File: config.mk
export PLATFORM = sky130hd
export DESIGN_NAME = mem_arbiter
export DESIGN_NICKNAME = d
export VERILOG_FILES = /design/src/rtl/mem_arbiter.sv
export SDC_FILE = /design/constraint.sdc
export NUM_CORES = 1
export LEC_CHECK = 0
export CORE_MARGIN = 2
export CORE_UTILIZATION = 40
export DETAILED_ROUTE_END_ITERATION = 12
export HOLD_SLACK_MARGIN = 0.05
export PLACE_DENSITY_LB_ADDON = 0.25
export SLEW_MARGIN = 20
export SYNTH_ARGS = -nofsm -noshare
export SYNTH_HDL_FRONTEND = slang
export SYNTH_SLANG_ARGS = --single-unit
File: constraint.sdc
create_clock -name clock -period 2.02 [get_ports clock]
set_input_delay 0.404 -clock clock [delete_from_list [all_inputs] [get_ports clock]]
set_output_delay 0.404 -clock clock [all_outputs]
set_load 0.01 [all_outputs]
File: src/rtl/mem_arbiter.sv
// Two-requester arbiter (instruction fetch and data) in front of a single-port synchronous RAM.
// Each grant runs IDLE -> ACCESS -> RESP; ties are broken round-robin.
module mem_arbiter #(
    parameter int unsigned ADDR_W = 8,
    parameter int unsigned DATA_W = 32
) (
    input  logic              clock,
    input  logic              clear,
    input  logic              i_req,
    input  logic [ADDR_W-1:0] i_addr,
    output logic [DATA_W-1:0] i_rdata,
    output logic              i_ack,
    input  logic              d_req,
    input  logic              d_we,
    input  logic [ADDR_W-1:0] d_addr,
    input  logic [DATA_W-1:0] d_wdata,
    output logic [DATA_W-1:0] d_rdata,
    output logic              d_ack,
    output logic [ADDR_W-1:0] mem_addr,
    output logic [DATA_W-1:0] mem_din,
    output logic              mem_wren,
    input  logic [DATA_W-1:0] mem_dout,
    output logic              busy
);

    typedef enum logic [1:0] {
        IDLE   = 2'd0,
        ACCESS = 2'd1,
        RESP   = 2'd2
    } stateT;

    stateT             state;
    stateT             stateNext;
    logic              lastGrantD;
    logic              lastGrantDNext;
    logic              winnerD;
    logic              winnerDNext;
    logic              grantD;
    logic [ADDR_W-1:0] memAddrNext;
    logic [DATA_W-1:0] memDinNext;
    logic              memWrenNext;
    logic              iAckNext;
    logic              dAckNext;
    logic [DATA_W-1:0] iHold;
    logic [DATA_W-1:0] iHoldNext;
    logic [DATA_W-1:0] dHold;
    logic [DATA_W-1:0] dHoldNext;

    // D wins when alone, or on a tie when I was granted last.
    assign grantD = d_req && (!i_req || !lastGrantD);

    always_ff @(posedge clock) begin
        if (clear) begin
            state      <= IDLE;
            lastGrantD <= 1'b0;
            winnerD    <= 1'b0;
            mem_addr   <= '0;
            mem_din    <= '0;
            mem_wren   <= 1'b0;
            i_ack      <= 1'b0;
            d_ack      <= 1'b0;
            iHold      <= '0;
            dHold      <= '0;
        end else begin
            state      <= stateNext;
            lastGrantD <= lastGrantDNext;
            winnerD    <= winnerDNext;
            mem_addr   <= memAddrNext;
            mem_din    <= memDinNext;
            mem_wren   <= memWrenNext;
            i_ack      <= iAckNext;
            d_ack      <= dAckNext;
            iHold      <= iHoldNext;
            dHold      <= dHoldNext;
        end
    end

    always_comb begin
        stateNext      = state;
        lastGrantDNext = lastGrantD;
        winnerDNext    = winnerD;
        memAddrNext    = mem_addr;
        memDinNext     = mem_din;
        memWrenNext    = 1'b0;
        iAckNext       = 1'b0;
        dAckNext       = 1'b0;
        iHoldNext      = iHold;
        dHoldNext      = dHold;
        case (state)
            IDLE: begin
                if (i_req || d_req) begin
                    winnerDNext    = grantD;
                    lastGrantDNext = grantD;
                    memAddrNext    = grantD ? d_addr : i_addr;
                    memDinNext     = d_wdata;
                    memWrenNext    = grantD && d_we;
                    stateNext      = ACCESS;
                end
            end
            ACCESS: begin
                iAckNext  = !winnerD;
                dAckNext  = winnerD;
                stateNext = RESP;
            end
            RESP: begin
                if (winnerD) begin
                    dHoldNext = mem_dout;
                end else begin
                    iHoldNext = mem_dout;
                end
                stateNext = IDLE;
            end
            default: stateNext = IDLE;
        endcase
    end

    // RAM data passes straight through to the winner during RESP.
    assign i_rdata = (state == RESP && !winnerD) ? mem_dout : iHold;
    assign d_rdata = (state == RESP &&  winnerD) ? mem_dout : dHold;
    assign busy    = (state != IDLE);

endmodule
After elaboration in Yosys (flattened, before gate mapping). Cells that the tools add are included.

Eq/ne operators: 3. Muxes and demuxes: 5. Bitwise gates (word level): 4. Reduce and logical (&&, ||, !) cells: 15.

Operator list (count): $mux 32 (2); $mux 8 (1); $reduce_and 2->1 (3); $logic_and 1x1->1 (4); $not 1->1 (4); $pmux 2 s2 (1); $reduce_or 3->1 (1); $eq 2x1->1 const B (1); $eq 2x2->1 const B (1); $logic_not 1->1 (2); $logic_not 2->1 (1); $logic_or 1x1->1 (2); $mux 2 (1); $ne 2x2->1 const B (1); $reduce_bool 2->1 (1); $reduce_or 2->1 (1).

Register bits: 110. Input port bits: 85. Output and inout port bits: 108. Word-level logic and storage cells: 36.

Logic depth before layout (Yosys ltp).
Word-level depth: 4. Gate-level depth with buffers: 5. Gate-level depth less buffers: 4.

Worst setup path before layout. Ideal clock, no wire load.

Path type: reg-to-output. Start: reg winnerD. End: out i_rdata[13]. Arrival time: 1.264 ns. Required time: 1.616 ns. Setup slack: 0.352 ns. Stages on the path, launching flop included: 5. Path buffers: 2. Cells stage by stage: dfxtp_1 buf_2 nor3b_4 buf_4 mux2_1.

Cells in the longest elaborated chain, start to end: 3.

Ends and longest elaborated chain: start, declared (RTL line 36) `logic winnerD;`; start signal, assigned (RTL line 67) `winnerD <= winnerDNext;`; $logic_not 1->1 (RTL line 118) `assign i_rdata = (state == RESP && !winnerD) ? mem_dout : iHold;`; $logic_and 1x1->1 (RTL line 118); $mux 32 (RTL line 118); end, declared (RTL line 11) `output logic [DATA_W-1:0] i_rdata,`.

No other way between the ends.

Final worst setup path.
Start: reg state[1]. End: out d_rdata[24].

Cells in the longest elaborated chain, start to end: 3.

Ends and longest elaborated chain: start, declared (RTL line 32) `stateT state;`; start signal, assigned (RTL line 65) `state <= stateNext;`; $eq 2x2->1 (RTL line 119) `assign d_rdata = (state == RESP && winnerD) ? mem_dout : dHold;`; $logic_and 1x1->1 (RTL line 119); $mux 32 (RTL line 119); end, declared (RTL line 17) `output logic [DATA_W-1:0] d_rdata,`.

No other way between the ends.

==> metrics.sh <==
GLOBALPLACE.CONGESTION=0.763
SETUP_VIOL=64
LAYOUT-AREA-OVERHEAD-VS-SYNTH_PCT=73.9
ANTENNA_VIOLATIONS_BEFORE_REPAIR=0
ANTENNA_VIOLATING_NETS_POST_ROUTE=0
FINAL_PERIOD_MINUS_WORST_SETUP_SLACK_NS=2.20
R2R-START='state[1]'
DETAILED_ROUTE_VIA_COUNT=3894
POWER_REPORT.INTERNAL_TOTAL_mW=3.48
P_SW_mW=1.22
DETAILEDROUTE.FIRSTITERATIONVIOLATIONS=160
SYNTH_ENABLE_FLOP_CELLS=0
WORST_HOLD_STARTPOINT='clear'
TIMING.CRITICAL_PATH.SLOWEST_CELL_DELAY_NS=0.35
CTS_TREE='built'
CRITPATHARRIVALTIME_NS=1.79
LAYOUT.AREA.SEQ_SQ_UM=2210
CTS.HTREE.LEVELS=3
YOSYS_WARNINGS=0
GLOBALROUTETOTALUTIL_PCT=22.0
SYNTH_MUX_AREA_SHARE_PCT=17.0
SYN_STD_CELL_AREA_SQ_UM=4230
SYNTH_COMPOUND_AREA_SHARE_PCT=10.8
WHS_ENDPOINT='mem_din[13]'
SYNTH_MOST_COMMON_CELL='sky130_fd_sc_hd__dfxtp_1'
LARGEST_FAMILY_OF_LOGIC_CELLS_BY_SYNTHESIZED_AREA='multiplexers'
WHS_PATH_DEPTH=2
GLOBAL_ROUTE_MET2_UTILIZATION_PCT=39.3
MAX_FREQ_MHz=455
DETAIL_ROUTE.WIRELENGTH_MM=13.1
YS_TOP_CELLS_BY_COUNT='sky130_fd_sc_hd__dfxtp_1 (110), sky130_fd_sc_hd__nor2b_1 (65), sky130_fd_sc_hd__mux2_2 (59), sky130_fd_sc_hd__a21oi_1 (41), sky130_fd_sc_hd__o21ai_0 (33)'
GRT_START_MAX_NET_PINS=57
REQUIRED_NS=1.62
CLOCK_SKEW_NS=0.0171
PIN_COUNT=193
GRT_FIRST_PASS_WIRELENGTH_MM=20.1
POST_DRT_VIA_CELL_RATIO=5.01
CTS_BUFFER_DEPTH=2
CLOCKPOWERSHARE_PCT=28.3
LAYOUT.NETS=722
OVERALL_DIE_AREA_SQ_UM=11400
POSTSYNTH.ASYNCRESETSHARE_PCT=0
TIGHTESTPINTRANSITION_NS=0.440
SEQ_AREA_FRAC_SYNTH_PCT=52.0
HOLD_CLASS='in2reg'
DRC_VIOLS=0
POWER_FRAC_SEQ_PCT=49.4
FAILED_CHECKS='setup timing'
SLEW-LIMIT-HEADROOM_PCT=70.7
MULTI_INPUT_COMB_AREA_SQ_UM=2130
ROW_COUNT=37
ROOT_BUFFER='sky130_fd_sc_hd__clkbuf_8'
SYNTHXORXNORAREAFRAC_PCT=0
INSERTEDDIODECOUNT=0
DPL.HPWL_MM=8.11
INSERTION_DELAY_OF_THE_LATER_CLOCKED_PIN_IN_THE_WORST_SKEW_PAIR_NS=0.36
DIE_W_UM=107
DESIGN.CORE.AREA_SQ_UM=10300
CTS_INSERTED_BUFFERS=9
PORT_BUFFERS=192
GLOBAL_ROUTE.USAGE.MET1_PCT=26.6
WORST_HOLD_SLACK_NS=0.417
DRT-WIRELENGTH-PER-CELL_UM=16.9
FINAL_MAX_SLEW_VIOL_COUNT=0
CTS.SINKS=110
SYNTH-ADDER-AREA-SHARE_PCT=0
POST_SYNTHESIS_AVERAGE_CELL_AREA_SQ_UM=10.1
TIMING.FINAL.HOLD_VIOLATIONS=0
GRT_PASS1_VIAS=3862
SYNTH.LIB_CELLS_USED.DISTINCT=23
MAPPEDNETLISTNETS=503
POST_SYNTH_INST_COUNT=418
START_KIND='register'
CTS-HOLD-FIX-BUFFERS=0
GR-TOTAL-OVERFLOW=0
POWER.IR.VDD_WORST_V=0.000368
SYNTH_TOP_AREA_CELL='sky130_fd_sc_hd__dfxtp_1'
SYNTH_TOP_AREA_SHARE_PCT=52.0
R2R_SLACK_NS=0.28
LAYOUT-DRIVE-GT1-SHARE_PCT=31.8
RSZ0062_AT_GRT='true'
CAP_VIOL_MAX_COUNT=0
OUTCOME='complete, but fails checks'
COMBPWRFRAC_PCT=22.3
START_UTIL_PCT=41.2
MOST_USED_ROUTING_LAYER_IN_GLOBAL_ROUTING='met2'
YS_DOMINANT_REG_CELL='sky130_fd_sc_hd__dfxtp_1'
CRITICAL_PATH.N_BUFFERS_INVERTERS=5
REG2REGPATHDEPTH=8
P_LEAK_nW=3.11
DETAILEDROUTE.FIRSTPASSITERATIONCOUNT=4
POSTLAYOUTSETUPSLACKWORST_NS=-0.178
CRIT_FAMILY='buffers and inverters'
CRIT_PATH_TOP_DELAY_CELL='sky130_fd_sc_hd__dfxtp_2'
GR-USAGE-MET3_PCT=5.11
POWERDENSITY_nW_PER_UM2=638
CRIT-REG2REG-CAPTURE='mem_addr[5]'
WORST_SETUP_HOLD_PATH_CLK_SLEW_NS=0.11
POST_SYNTH_MAIN_AREA_CONTRIBUTORS='sky130_fd_sc_hd__dfxtp_1 (52%), sky130_fd_sc_hd__mux2_2 (16%), sky130_fd_sc_hd__nor2b_1 (9.6%)'
CRIT_TOP_CELL='sky130_fd_sc_hd__buf_6'
DIE_H_UM=107
SETUP_TNS_NS=-5.22
FILL_CELLS=735
SYNTH_SEQ_CELLS=110
CP-END-KIND='output port'
LAYOUT_WORST_PATH_CYCLE_SHARE_PCT=109
CRITPATHMAXFANOUT=6
CP_CLASS='reg2out'
SIMPLE_GATE_SHARE_OF_THE_SYNTHESIZED_AREA_PCT=16.6
CRITICAL_PATH.CELL_CHAIN='buf_6, nand3b_1, buf_6, buf_12, buf_6, mux2_4, buf_6'
POWER_SWITCHING_SHARE_PCT=25.9
[state kept, by name, summed over array words and instances, names as in the netlist]
register,cells
mem_wren,1
state,2
mem_din,32
mem_addr,8
d_ack,1
i_ack,1
winnerD,1
dHold,32
iHold,32
[what timing repair did]
action | in CTS | in global routing
gates cloned | 5 | 2
endpoints found under the setup margin | 65 | 64
gates resized for setup | 378 | 45
setup buffers | 15 | 15
pin swaps | 1 | 1
[layout by cell type, fill, tap and decap left out]
| master | n |
|---|---|
| sky130_fd_sc_hd__inv_6 | 2 |
| sky130_fd_sc_hd__inv_2 | 1 |
| sky130_fd_sc_hd__buf_6 | 84 |
| sky130_fd_sc_hd__buf_12 | 7 |
| sky130_fd_sc_hd__buf_16 | 4 |
| sky130_fd_sc_hd__a21boi_1 | 1 |
| sky130_fd_sc_hd__a21oi_1 | 41 |
| sky130_fd_sc_hd__nor2b_1 | 65 |
| sky130_fd_sc_hd__nor3b_1 | 2 |
| sky130_fd_sc_hd__a21bo_2 | 1 |
| sky130_fd_sc_hd__clkbuf_16 | 2 |
| sky130_fd_sc_hd__o21ai_0 | 33 |
| sky130_fd_sc_hd__dfxtp_1 | 107 |
| sky130_fd_sc_hd__mux2_4 | 64 |
| sky130_fd_sc_hd__buf_4 | 19 |
| sky130_fd_sc_hd__and2_1 | 1 |
| sky130_fd_sc_hd__clkdlybuf4s50_1 | 126 |
| sky130_fd_sc_hd__nor3b_4 | 1 |
| sky130_fd_sc_hd__dlygate4sd2_1 | 1 |
| sky130_fd_sc_hd__dfxtp_2 | 3 |
| sky130_fd_sc_hd__nand3b_1 | 1 |
| sky130_fd_sc_hd__bufinv_16 | 1 |
| sky130_fd_sc_hd__nand3_1 | 32 |
| sky130_fd_sc_hd__or2_2 | 1 |
| sky130_fd_sc_hd__nor2_2 | 3 |
| sky130_fd_sc_hd__nand2_1 | 17 |
| sky130_fd_sc_hd__clkbuf_1 | 2 |
| sky130_fd_sc_hd__clkbuf_8 | 9 |
| sky130_fd_sc_hd__a311oi_1 | 8 |
| sky130_fd_sc_hd__nor3_1 | 1 |
| sky130_fd_sc_hd__clkinv_4 | 2 |
[through the flow]
| stage | std cells | cell area, sq um | utilization (%) | setup slack [ns] | power [mW] |
|---|---|---|---|---|---|
| after floorplan | 418 | 4230 | - | 0.352 | 2.74 |
| after global placement | 727 | 6350 | 61.8 | -0.0621 | 3.24 |
| after detailed placement | 727 | 6350 | 61.8 | -0.120 | 3.26 |
| after CTS | 763 | 7070 | 68.8 | -0.199 | 4.67 |
| after global routing | 778 | 7360 | 71.6 | -0.266 | 4.90 |
| final | 778 | 7360 | 71.6 | -0.178 | 4.70 |
[layout make-up]
| cell class | instances | area share, % |
|---|---|---|
| Multi-Input combinational cell | 272 | 28.9 |
| Inverter | 1 | 0.0510 |
| Clock buffer | 11 | 1.78 |
| Timing Repair Buffer | 243 | 36.1 |
| Tap cell | 136 | 2.31 |
| Clock inverter | 5 | 0.884 |
| Sequential cell | 110 | 30.0 |
[power by group through the flow]
stage          Sequential (mW)  Clock [mW]  Combinational, mW
2_1_floorplan             2.40           0              0.344
3_3_place_gp              2.36           0              0.881
3_5_place_dp              2.37           0              0.896
4_1_cts                   2.32        1.37              0.984
5_1_grt                   2.33        1.45               1.12
6_report                  2.32        1.33               1.05
[logic make-up after synthesis]
group | after synthesis
DFF | 110
muxes | 64
and+or+nand+nor | 124
AOI/OAI and AO/OA | 84
buffers and inverters | 36
[how the worst max path moves through the flow]
stage	start	endpoint	cells past startpoint
3_5_place_dp	winnerD	i_rdata[8]	4
5_1_grt	state[1]	d_rdata[24]	7
2_1_floorplan	winnerD	i_rdata[13]	4
3_3_place_gp	winnerD	i_rdata[3]	4
6_report	state[1]	d_rdata[24]	7
4_1_cts	state[0]	i_rdata[6]	5
[metal layers]
layer	up-vias	part of all wire, %
met4	0	1.1
met1	1871	42
met2	138	51
met3	13	6.4
li1	1872	-
met5	-	0
(Power assumes the default switching activity.)
